### src/rtl/sdram_arb_pkg.sv
// Shared types and defaults for the SDRAM read arbiter: FSM states, default timing, index helper.
package sdram_arb_pkg;

  typedef enum logic [1:0] {IDLE, ISSUE, BURST, REFRESH} arb_state_t;

  localparam int REFRESH_CYCLES_DEF = 1117;
  localparam int BURST_LEN_DEF      = 2;
  localparam int MAX_NREQ           = 8;
  localparam int IDX_W              = 3;

  function automatic logic [IDX_W-1:0] onehot_to_idx(input logic [MAX_NREQ-1:0] oh);
    logic [IDX_W-1:0] idx;
    idx = '0;
    for (int i = 0; i < MAX_NREQ; i++) begin
      if (oh[i]) idx = idx | IDX_W'(i);
    end
    return idx;
  endfunction

endpackage

### src/rtl/sdram_read_arbiter_if.sv
// Requester, command and response signals of the SDRAM read arbiter; master = arbiter side.
interface sdram_read_arbiter_if #(
  parameter int NREQ   = 2,
  parameter int ADDR_W = 24,
  parameter int DATA_W = 16
);
  logic [NREQ-1:0]        req;
  logic [NREQ*ADDR_W-1:0] req_addr;
  logic [NREQ-1:0]        gnt;
  logic [NREQ-1:0]        rd_valid;
  logic [DATA_W-1:0]      rd_data;
  logic                   rd_last;
  logic                   cmd_valid;
  logic                   cmd_ready;
  logic                   cmd_refresh;
  logic [ADDR_W-1:0]      cmd_addr;
  logic                   rsp_valid;
  logic [DATA_W-1:0]      rsp_data;
  logic                   busy;
  logic                   refresh_overrun;

  modport master (
    input  req, req_addr, cmd_ready, rsp_valid, rsp_data,
    output gnt, rd_valid, rd_data, rd_last, cmd_valid, cmd_refresh, cmd_addr,
           busy, refresh_overrun
  );

  modport slave (
    output req, req_addr, cmd_ready, rsp_valid, rsp_data,
    input  gnt, rd_valid, rd_data, rd_last, cmd_valid, cmd_refresh, cmd_addr,
           busy, refresh_overrun
  );
endinterface

### src/rtl/sdram_rr_picker.sv
// Combinational winner select: round-robin from ptr, or strict priority (req[0] highest)
// when SDRAM_ARB_FIXED_PRIO_EN is defined. Output is one-hot, zero when no request.
module sdram_rr_picker
  import sdram_arb_pkg::*;
#(
  parameter int NREQ = 2
) (
  input  logic [NREQ-1:0]  req,
  input  logic [IDX_W-1:0] ptr,
  output logic [NREQ-1:0]  win
);

`ifdef SDRAM_ARB_FIXED_PRIO_EN
  logic unused_ptr;
  assign unused_ptr = ^ptr;
  assign win = req & (~req + 1'b1);
`else
  logic [NREQ-1:0] low;
  logic [NREQ-1:0] pick;

  // rotate so ptr sits at bit 0, isolate lowest set bit, rotate back
  assign low  = NREQ'({req, req} >> ptr);
  assign pick = low & (~low + 1'b1);
  assign win  = NREQ'({pick, pick} >> (NREQ - int'(ptr)));
`endif

endmodule

### src/rtl/sdram_read_arbiter.sv
// Shares one SDRAM read-command port among NREQ requesters with periodic auto-refresh; cmd_valid
// one clock after req in IDLE, holds while cmd_ready low. SDRAM_ARB_FIXED_PRIO_EN selects strict priority.
module sdram_read_arbiter
  import sdram_arb_pkg::*;
#(
  parameter int NREQ           = 2,
  parameter int ADDR_W         = 24,
  parameter int DATA_W         = 16,
  parameter int BURST_LEN      = BURST_LEN_DEF,
  parameter int REFRESH_CYCLES = REFRESH_CYCLES_DEF
) (
  input logic                 clk,
  input logic                 reset_n,
  sdram_read_arbiter_if.master bus
);

  localparam int RW = $clog2(REFRESH_CYCLES + 1);
  localparam logic [RW-1:0] REF_RELOAD = RW'(REFRESH_CYCLES - 1);

  arb_state_t        state;
  logic [RW-1:0]     ref_cnt;
  logic              refresh_pending;
  logic              overrun_q;
  logic [IDX_W-1:0]  owner;
  logic [IDX_W-1:0]  rr_ptr;
  logic [IDX_W-1:0]  next_ptr;
  logic [3:0]        beat_cnt;
  logic              cmd_valid_q;
  logic              cmd_refresh_q;
  logic [ADDR_W-1:0] cmd_addr_q;
  logic [NREQ-1:0]   win;
  logic [IDX_W-1:0]  win_idx;
  logic [ADDR_W-1:0] win_addr;
  logic [NREQ-1:0]   owner_oh;
  logic              cmd_fire, read_accept, ref_accept, ref_expire, in_beat, last_beat;

  sdram_rr_picker #(.NREQ(NREQ)) u_picker (
    .req (bus.req),
    .ptr (rr_ptr),
    .win (win)
  );

  assign win_idx = onehot_to_idx(MAX_NREQ'(win));

  always_comb begin
    win_addr = '0;
    for (int i = 0; i < NREQ; i++) begin
      if (win[i]) win_addr = win_addr | bus.req_addr[i*ADDR_W +: ADDR_W];
    end
  end

`ifdef SDRAM_ARB_FIXED_PRIO_EN
  assign next_ptr = '0;
`else
  assign next_ptr = (owner == IDX_W'(NREQ - 1)) ? '0 : owner + 1'b1;
`endif

  assign cmd_fire    = cmd_valid_q & bus.cmd_ready;
  assign read_accept = cmd_fire & ~cmd_refresh_q;
  assign ref_accept  = cmd_fire & cmd_refresh_q;
  assign ref_expire  = (ref_cnt == '0);
  assign owner_oh    = NREQ'(1) << owner;
  assign in_beat     = (state == BURST) & bus.rsp_valid;
  assign last_beat   = in_beat & (beat_cnt == 4'(BURST_LEN - 1));

  assign bus.gnt             = read_accept ? owner_oh : '0;
  assign bus.rd_valid        = in_beat ? owner_oh : '0;
  assign bus.rd_data         = in_beat ? bus.rsp_data : '0;
  assign bus.rd_last         = last_beat;
  assign bus.cmd_valid       = cmd_valid_q;
  assign bus.cmd_refresh     = cmd_refresh_q;
  assign bus.cmd_addr        = cmd_addr_q;
  assign bus.busy            = (state != IDLE);
  assign bus.refresh_overrun = overrun_q;

  // an expiry landing on the accept cycle re-arms the request rather than counting as overrun
  always_ff @(posedge clk or negedge reset_n) begin
    if (!reset_n) begin
      ref_cnt         <= REF_RELOAD;
      refresh_pending <= 1'b0;
      overrun_q       <= 1'b0;
    end else begin
      ref_cnt <= ref_expire ? REF_RELOAD : ref_cnt - 1'b1;
      if (ref_expire)      refresh_pending <= 1'b1;
      else if (ref_accept) refresh_pending <= 1'b0;
      if (ref_expire && refresh_pending && !ref_accept) overrun_q <= 1'b1;
    end
  end

  always_ff @(posedge clk or negedge reset_n) begin
    if (!reset_n) begin
      state         <= IDLE;
      owner         <= '0;
      rr_ptr        <= '0;
      beat_cnt      <= '0;
      cmd_valid_q   <= 1'b0;
      cmd_refresh_q <= 1'b0;
      cmd_addr_q    <= '0;
    end else begin
      case (state)
        IDLE: begin
          if (refresh_pending) begin
            state         <= REFRESH;
            cmd_valid_q   <= 1'b1;
            cmd_refresh_q <= 1'b1;
            cmd_addr_q    <= '0;
          end else if (|bus.req) begin
            state         <= ISSUE;
            cmd_valid_q   <= 1'b1;
            cmd_refresh_q <= 1'b0;
            cmd_addr_q    <= win_addr;
            owner         <= win_idx;
          end
        end
        ISSUE: begin
          if (bus.cmd_ready) begin
            state       <= BURST;
            cmd_valid_q <= 1'b0;
            beat_cnt    <= '0;
            rr_ptr      <= next_ptr;
          end
        end
        BURST: begin
          if (bus.rsp_valid) begin
            beat_cnt <= beat_cnt + 1'b1;
            if (last_beat) state <= IDLE;
          end
        end
        REFRESH: begin
          if (bus.cmd_ready) begin
            state         <= IDLE;
            cmd_valid_q   <= 1'b0;
            cmd_refresh_q <= 1'b0;
          end
        end
        default: state <= IDLE;
      endcase
    end
  end

endmodule
### src/flat_wrapper.sv
// flat-port wrapper written by rule: the top's interface ports become plain ports
module sdram_read_arbiter_flat import sdram_arb_pkg::*;
#(
  parameter int NREQ           = 2,
  parameter int ADDR_W         = 24,
  parameter int DATA_W         = 16,
  parameter int BURST_LEN      = BURST_LEN_DEF,
  parameter int REFRESH_CYCLES = REFRESH_CYCLES_DEF
)
  (clk, reset_n, bus_req, bus_req_addr, bus_cmd_ready, bus_rsp_valid, bus_rsp_data, bus_gnt, bus_rd_valid, bus_rd_data, bus_rd_last, bus_cmd_valid, bus_cmd_refresh, bus_cmd_addr, bus_busy, bus_refresh_overrun);
  sdram_read_arbiter_if #(.NREQ(NREQ), .ADDR_W(ADDR_W), .DATA_W(DATA_W)) bus_i ();
  input logic clk;
  input logic reset_n;
  input wire logic [$bits(bus_i.req)-1:0] bus_req;
  input wire logic [$bits(bus_i.req_addr)-1:0] bus_req_addr;
  input wire logic [$bits(bus_i.cmd_ready)-1:0] bus_cmd_ready;
  input wire logic [$bits(bus_i.rsp_valid)-1:0] bus_rsp_valid;
  input wire logic [$bits(bus_i.rsp_data)-1:0] bus_rsp_data;
  output wire logic [$bits(bus_i.gnt)-1:0] bus_gnt;
  output wire logic [$bits(bus_i.rd_valid)-1:0] bus_rd_valid;
  output wire logic [$bits(bus_i.rd_data)-1:0] bus_rd_data;
  output wire logic [$bits(bus_i.rd_last)-1:0] bus_rd_last;
  output wire logic [$bits(bus_i.cmd_valid)-1:0] bus_cmd_valid;
  output wire logic [$bits(bus_i.cmd_refresh)-1:0] bus_cmd_refresh;
  output wire logic [$bits(bus_i.cmd_addr)-1:0] bus_cmd_addr;
  output wire logic [$bits(bus_i.busy)-1:0] bus_busy;
  output wire logic [$bits(bus_i.refresh_overrun)-1:0] bus_refresh_overrun;
  assign bus_i.req = bus_req;
  assign bus_i.req_addr = bus_req_addr;
  assign bus_i.cmd_ready = bus_cmd_ready;
  assign bus_i.rsp_valid = bus_rsp_valid;
  assign bus_i.rsp_data = bus_rsp_data;
  assign bus_gnt = bus_i.gnt;
  assign bus_rd_valid = bus_i.rd_valid;
  assign bus_rd_data = bus_i.rd_data;
  assign bus_rd_last = bus_i.rd_last;
  assign bus_cmd_valid = bus_i.cmd_valid;
  assign bus_cmd_refresh = bus_i.cmd_refresh;
  assign bus_cmd_addr = bus_i.cmd_addr;
  assign bus_busy = bus_i.busy;
  assign bus_refresh_overrun = bus_i.refresh_overrun;
  sdram_read_arbiter #(.NREQ(NREQ), .ADDR_W(ADDR_W), .DATA_W(DATA_W), .BURST_LEN(BURST_LEN), .REFRESH_CYCLES(REFRESH_CYCLES)) u_core (.clk(clk), .reset_n(reset_n), .bus(bus_i));
endmodule
### config.mk
export PLATFORM = sky130hd
export DESIGN_NAME = sdram_read_arbiter_flat
export DESIGN_NICKNAME = d
export VERILOG_FILES = /design/src/rtl/sdram_arb_pkg.sv /design/src/rtl/sdram_read_arbiter_if.sv /design/src/rtl/sdram_rr_picker.sv /design/src/rtl/sdram_read_arbiter.sv /design/src/flat_wrapper.sv
export SDC_FILE = /design/constraint.sdc
export NUM_CORES = 1
export LEC_CHECK = 0
export CAP_MARGIN = 20
export CORE_AREA = 3 3 82 84
export DETAILED_ROUTE_END_ITERATION = 8
export DIE_AREA = 0 0 85 87
export PLACE_DENSITY = 0.75
export SYNTH_ARGS = -nofsm -noshare
export SYNTH_HDL_FRONTEND = slang
export SYNTH_SLANG_ARGS = --single-unit
### constraint.sdc
create_clock -name clk -period 2.1 [get_ports clk]
set_input_delay 0.42 -clock clk [delete_from_list [all_inputs] [get_ports clk]]
set_output_delay 0.42 -clock clk [all_outputs]
set_load 0.01 [all_outputs]
==> results of run 1 <==
==> logic make-up (layout without fill, tap and decap cells) <==
| kind of cell | count (synthesis) | after routing | synth area share |
|---|---|---|---|
| muxes | 4 | 4 | 0.0171 |
| xor gates and xnor gates | 4 | 4 | 0.0145 |
| and+or+nand+nor | 68 | 68 | 0.165 |
| adders and majority gates | 7 | 7 | 0.0363 |
| buffers and inverters | 21 | 147 | 0.0415 |
| AOI/OAI and AO/OA | 75 | 75 | 0.235 |
| DFF | 47 | 47 | 0.490 |
==> per-layer routing <==
metal / up-vias / GRT usage / share of wire
li1: 1079 / - / -
met1: 1074 / 0.243 / 0.45
met2: 68 / 0.310 / 0.48
met3: 5 / 0.0397 / 0.059
met4: 0 / 0.0302 / 0.0058
met5: - / 0 / 0
==> cells in the mapped netlist, types with 2 or more instances <==
| cell type | count | share of area |
|---|---|---|
| nand3_1 | 7 | 0.015 |
| a21o_1 | 25 | 0.078 |
| nor3_1 | 3 | 0.0062 |
| xnor2_1 | 3 | 0.011 |
| clkbuf_1 | 6 | 0.0093 |
| and3_1 | 18 | 0.047 |
| dfrtp_1 | 42 | 0.44 |
| nand2_1 | 11 | 0.017 |
| ha_1 | 7 | 0.036 |
| nand3b_1 | 2 | 0.0062 |
| o31ai_1 | 3 | 0.0093 |
| a21oi_1 | 3 | 0.0062 |
| mux2i_1 | 3 | 0.012 |
| dfstp_2 | 5 | 0.054 |
| inv_1 | 8 | 0.012 |
| o21ai_0 | 11 | 0.023 |
| a22o_1 | 27 | 0.098 |
| nor4_1 | 2 | 0.0052 |
| buf_2 | 5 | 0.010 |
| nand2b_1 | 2 | 0.0052 |
| nor2_1 | 9 | 0.014 |
| nor2b_1 | 3 | 0.0078 |
| buf_6 | 2 | 0.0093 |
==> power by group <==
group / leakage (nW) / switching [mW] / internal [mW] / total, mW
combinational: 1.29 / 0.954 / 1.24 / 2.20
clock: 0.0412 / 0.298 / 0.233 / 0.531
sequential: 0.586 / 0.206 / 1.19 / 1.40
total: 1.92 / 1.46 / 2.67 / 4.13
==> registers in the layout, summed over array words and instances (netlist names) <==
signal and cells:
u_core.bus.refresh_overrun 1, u_core.rr_ptr 1, u_core.bus.cmd_refresh 1, u_core.refresh_pending 1, u_core.bus.cmd_addr 24, u_core.beat_cnt 4
u_core.ref_cnt 11, u_core.state 2, u_core.owner 1, u_core.bus.cmd_valid 1
==> worst paths after layout <==
path                                    from                endpoint  slack (ns)  cells after the start
setup reg to reg             u_core.state[1]  u_core.bus.cmd_addr[0]        0.18                      7
hold reg to reg            u_core.ref_cnt[0]       u_core.ref_cnt[0]        0.45                      1
setup / recovery             u_core.state[0]         bus_rd_data[12]        0.13                      5
min in group clk           u_core.ref_cnt[0]       u_core.ref_cnt[0]        0.45                      1
max in group asynchronous            reset_n       u_core.ref_cnt[4]        1.44                      2
hold / removal                       reset_n  u_core.bus.cmd_addr[1]        0.07                      1
==> worst register-to-register path: cells and delay by family, from the launching register on <==
kind / cells / cell delay [ns]
DFF: 1 / 0.43
and+or+nand+nor: 2 / 0.43
adders and majority gates: 1 / 0.26
buffers and inverters: 2 / 0.29
AOI/OAI and AO/OA: 2 / 0.40
==> metrics by stage <==
step	total power, mW	hold slack, ns	worst slack, ns
after floorplan	2.55	0.124	0.351
after global placement	3.58	0.413	-0.150
after detailed placement	3.64	0.413	-0.182
after CTS	4.15	0.0847	0.0181
after global routing	4.44	0.0960	0.0200
final	4.13	0.0748	0.127
==> timing repair <==
action                                  in CTS  in global routing
gates resized for setup                     25                  4
endpoints found under the setup margin      22                  9
buffers inserted                             0                  0
==> layout by cell type, fill, tap and decap left out, drive strengths merged, types with 2 or more instances in the layout <==
master         count
a21o              25
and3              18
a21oi              4
dfrtp             42
o31ai              4
nand2b             2
nor3               3
a22o              27
nand2             12
ha                 7
clkdlybuf4s50     95
nor4               4
nor2b              3
xnor2              3
mux2i              3
buf               14
nor2               9
nand3              7
dlygate4sd2       21
inv                8
dfstp              5
o21ai             11
nand3b             2
clkbuf             7
==> layout make-up <==
class / instances / share of cell area
flip-flops and latches: 47 / 0.307
clock inverters: 2 / 0.00325
multi-input cells: 158 / 0.301
repair buffers: 131 / 0.338
well taps: 75 / 0.0244
inverters: 8 / 0.00780
clock buffers: 6 / 0.0188
==> results by group, run 1 <==
Clocking
  – CTS max path bufs: 2
  – CTS tree: built
  – Inserted Clock Buffers: 5
  – H-tree levels: 2
  – Skew-Pair Late Insertion Delay: roughly 0.30 ns
  – CTS Root Cell: clkbuf_8
  – Post-CTS Hold Fix Bufs: 0
  – Clock slew at reported path FFs: around 0.09 ns
  – Clock sinks: between 40 and 50

Floorplanning
  – Core Area: ~6000 um^2
  – Chip Width: 85 um
  – Die area: approximately 7400 um^2
  – Starting Density: 0.403
  – Die height: just under 90 um
  – Num rows: 28
  – IO Pins: between 100 and 150

Finish
  – NumNets Final: ~430
  – Area occupied by multi-input gates: about 1200 um^2
  – Ant diodes: 0
  – Register area: about 1200 um^2
  – Proportion of layout cells with a drive suffix above 1: 0.0994
  – Fill cell count: 514
  – Final instance area: about 3800 um^2
  – Utilization after layout: 0.643
  – Final cell count without fillers: approximately 430
  – Synthesis-to-finish area growth: 59.5%

Drt
  – DRC viols: 0
  – DR WL/cell: 15.8 um
  – DR vias/cell: 5.21
  – DRT antenna net count: 0
  – Drt pass-1 iters: 4
  – Via count: around 2200
  – DRT iter0 DRCs: 56
  – DRT Wirelength: between 6000 and 7000 um

Status
  – Status: completed

STA
  – Fin. Hold Viols: 0
  – Slew headroom: 0.674
  – Slew at the pin closest to its max-slew limit: 0.488 ns
  – Highest Clock Rate: 507 MHz
  – Setup TNS: 0 ns
  – Final period utilization: 0.940
  – RSZ-0062 raised after global routing: no
  – Post-layout min period: 1.97 ns
  – Count of final setup violators: 0
  – Pins Over Slew Limit: 0
  – Worst clock skew: between 0.006 and 0.007 ns

Place
  – Area after DPL: ~3800 um^2
  – DP Wirelength: approximately 5100 um
  – Placed Cells: roughly 420
  – RD Place Congestion: 0.780
  – Port Buf Inserts: around 120

Global routing
  – Global Route Usage Sum: 0.182
  – GRT overflow: 0
  – First-pass GRT wire length: roughly 11000 um
  – Vias in the first global route: around 2300
  – Largest net degree at the start of global routing: 28
  – Initial antenna violation count: 0

Logic synthesis
  – Mapped cell area: ~2400 um^2
  – Synth cell types: between 40 and 50
  – Syn Nets: about 300
  – Post-Syn Instances: 226
  – Syn Area/Cell: 10.7 um^2
  – FFs w/ async S/R, synth: 1.00
  – #FFs+latches synth: 47
  – Sequential area share after synthesis: 0.490
  – Top FF cell, synth: dfrtp_1
  – Synth Warn #: 0
  – Post-synth EDFFs: 0

Setup path
  – CP max stage cell: dfrtp_1
  – Cells along the critical path: inv_1 > ha_4 > buf_6 > and3_1 > dlygate4sd2_1
  – Crit path largest cell delay: 0.38 ns
  – Critical Path Fanout Max: 17
  – Element type at the critical path end: output pin
  – CP bufs+invs: 3
  – CP Data Arrival Time: roughly 1.6 ns
  – Critical Path RT: approximately 1.7 ns
  – Worst setup SP type: flip-flop
  – Critical path type: reg -> out
  – Top delay family on crit path: buffers and inverters

Power
  – Static Leak: approximately 1.9 nW
  – PwrDens: approximately 1100 nW/um^2
  – Maximum VDD drop: slightly above 0.6 mV

Min path
  – Worst Hold Class: in -> async

Run
  – Max Cap Viol: 0
Power figures use the tool's default switching activity.
==> run 2: changes to the inputs <==
--- a/config.mk
+++ b/config.mk
@@ -6,9 +6,9 @@
 export NUM_CORES = 1
 export LEC_CHECK = 0
 export CAP_MARGIN = 20
-export CORE_AREA = 3 3 82 84
+export CORE_AREA = 3 3 75 92
 export DETAILED_ROUTE_END_ITERATION = 8
-export DIE_AREA = 0 0 85 87
+export DIE_AREA = 0 0 78 95
 export PLACE_DENSITY = 0.75
 export SYNTH_ARGS = -nofsm -noshare
 export SYNTH_HDL_FRONTEND = slang
==> run 2 against run 1 <==
Compared with the run above:
- critical path depth down 1
- first-iteration DRC count up 59%
- count of clock-buffer cells in the layout down 1
- combinational power about the same
==> results by group, run 2 (synthesis results as in run 1) <==
Floorplanning
  – IO Pins: 119 (unchanged)
  – Die area: 7410 um^2 (+0.20%)
  – Chip Width: 78 um (-8.2%)
  – Starting Density: 0.399 (-0.00400)
  – Die height: 95 um (+9.2%)
  – Num rows: 31 (+11%)
  – Core Area: 6050 um^2 (+1.0%)

Min path
  – Worst Hold Class: in -> async

Status
  – Status: completed

Global routing
  – First-pass GRT wire length: 11200 um (+1.4%)
  – Global Route Usage Sum: 0.188 (+0.00563)
  – Met1 Use GR: 0.221 (-0.0226)
  – Initial antenna violation count: 0 (unchanged)
  – GR Util met2: 0.331 (+0.0207)
  – Global route hottest layer: met2
  – Vias in the first global route: 2381 (+5.4%)
  – Largest net degree at the start of global routing: 48 (+71%)
  – GRT overflow: 0 (unchanged)
  – GR met3 Demand/Resource: 0.0620 (+0.0223)

Clocking
  – Skew-Pair Late Insertion Delay: 0.30 ns (about the same)
  – CTS Root Cell: clkbuf_8
  – CTS tree: built
  – Inserted Clock Buffers: 5 (unchanged)
  – H-tree levels: 2 (unchanged)
  – Clock sinks: 47 (unchanged)
  – CTS max path bufs: 2 (unchanged)
  – Clock slew at reported path FFs: 0.09 ns (about the same)
  – Post-CTS Hold Fix Bufs: 0 (unchanged)

Finish
  – Fill cell count: 508 (-1.2%)
  – Utilization after layout: 0.633 (-0.00989)
  – Commonest non-fill, non-tap cell in the layout: clkdlybuf4s50_1
  – Most frequent cells in the layout: clkdlybuf4s50_1, dfrtp_1, a22o_1
  – Proportion of layout cells with a drive suffix above 1: 0.121 (+0.0214)
  – Synthesis-to-finish area growth: 58.6%
  – NumNets Final: 432 (+0.93%)
  – Ant diodes: 0 (unchanged)
  – Final cell count without fillers: 438 (+2.6%)
  – Max FFs per register: 24 (unchanged)

Setup path
  – Worst r2r src: u_core.state[0]
  – Critical path type: in -> out
  – Element type at the critical path end: output pin
  – FF-to-FF path depth: 8 (+1)
  – R2r setup slk: 0.28 ns (+0.10 ns)
  – Critical Path Fanout Max: 12 (-5)
  – R2R Path End: u_core.bus.cmd_addr[22]
  – CP Data Arrival Time: 1.61 ns (+0.06 ns)
  – Worst setup SP type: input pin
  – Critical Path RT: 1.68 ns (about the same)

Place
  – DP Wirelength: 5050 um (-1.1%)
  – Placed Cells: 426 (+1.7%)
  – RD Place Congestion: 0.805 (+3.2%)
  – Pre-CTS setup slack: -0.178 ns (+0.00363 ns)
  – Port Buf Inserts: 118 (unchanged)

Power
  – Static Leak: 1.91 nW (-0.30%)
  – Maximum VDD drop: 0.418 mV (-33%)
  – Final Power: 4.13 mW (+0.15%)
  – PwrDens: 1080 nW/um^2 (+0.71%)

STA
  – Slew at the pin closest to its max-slew limit: 0.586 ns (+0.0980 ns)
  – Fin. Hold Viols: 0 (unchanged)
  – Post-layout min period: 2.03 ns (+0.0544 ns)
  – Setup TNS: 0 ns (unchanged)
  – Slew headroom: 0.609 (-0.0653)
  – Count of final setup violators: 0 (unchanged)
  – Worst clock skew: 0.00722 ns (+0.000959 ns)
  – Final period utilization: 0.965 (+0.0259)
  – Final worst slack: 0.0726 ns (-0.0544 ns)
  – RSZ-0062 raised after global routing: no
  – Pins Over Slew Limit: 0 (unchanged)
  – Highest Clock Rate: 493 MHz (-2.7%)

Drt
  – DR WL/cell: 15.4 um (-2.9%)
  – DR vias/cell: 5.21 (about the same)
  – Drt pass-1 iters: 4 (unchanged)
  – DRC viols: 0 (unchanged)
  – DRT Wirelength: 6730 um (-0.41%)
  – DRT antenna net count: 0 (unchanged)
  – Via count: 2282 (+2.5%)
  – DRT iter0 DRCs: 89 (+59%)

Run
  – Max Cap Viol: 0 (unchanged)
-- run 2: cell count changes in the layout (fill, tap and decap cells not counted), moves of 2 or more --
cell / change
dlygate4sd2_1: -4
buf_4: +5
buf_12: -2
clkbuf_2: +4
-- run 2: stage by stage --
stage                     hold WS, ns  area (um^2)
after global placement          0.445         3740
final                           0.192         3830
after global routing            0.240         3830
after CTS                       0.219         3840
after detailed placement        0.463         3740
after floorplan                 0.124         2410
-- run 2: final cells by class --
class | count | area, um^2 | area share
clock buffers | 5 | 68.8 | 0.0180
repair buffers | 135 | 1290 | 0.336
flip-flops and latches | 47 | 1180 | 0.309
well taps | 82 | 103 | 0.0268
clock inverters | 3 | 23.8 | 0.00621
inverters | 8 | 30.0 | 0.00784
multi-input cells | 158 | 1130 | 0.296
-- run 2: worst max path at each step --
stage | from | end | slack (ns) | cells after the start
after floorplan | u_core.state[0] | u_core.bus.cmd_addr[13] | 0.35 | 8
after global placement | bus_rsp_valid | bus_rd_valid[1] | -0.15 | 4
after detailed placement | bus_rsp_valid | bus_rd_data[3] | -0.18 | 4
after CTS | u_core.state[1] | bus_rd_data[3] | 0.01 | 5
after global routing | bus_rsp_valid | bus_rd_data[14] | 0.02 | 4
final | bus_rsp_valid | bus_rd_data[14] | 0.07 | 4
-- run 2: timing repair --
item / CTS / global route
cloned: 1 / 0
setup endpoints to repair: 22 / 5
resized for setup: 25 / 11
setup buffers: 2 / 1
-- run 2: where the power goes --
part | internal, mW | switching [mW] | leakage, nW | total (mW)
Clock | 0.238 | 0.322 | 0.0408 | 0.560
Sequential | 1.19 | 0.195 | 0.586 | 1.38
Combinational | 1.25 | 0.936 | 1.28 | 2.19
Total | 2.68 | 1.45 | 1.91 | 4.13
-- run 2: worst max-delay path: stages --
cell	delay (ns)
clkdlybuf4s50_1	0.52
buf_2	0.24
and3_1	0.17
dlygate4sd2_1	0.26
-- run 2: routing by layer --
layer / share of wire / vias up
li1: - / 1088
met1: 0.43 / 1084
met2: 0.47 / 105
met3: 0.096 / 5
met4: 0.010 / 0
met5: 0 / -
==> run 3: changes to the inputs <==
--- a/config.mk
+++ b/config.mk
@@ -6,9 +6,9 @@
 export NUM_CORES = 1
 export LEC_CHECK = 0
 export CAP_MARGIN = 20
-export CORE_AREA = 3 3 75 92
+export CORE_AREA = 3 3 82 84
 export DETAILED_ROUTE_END_ITERATION = 8
-export DIE_AREA = 0 0 78 95
+export DIE_AREA = 0 0 85 87
 export PLACE_DENSITY = 0.75
 export SYNTH_ARGS = -nofsm -noshare
 export SYNTH_HDL_FRONTEND = slang
==> results of run 3 <==
No change in the layout: final DEF, timing and power equal those of run 1.
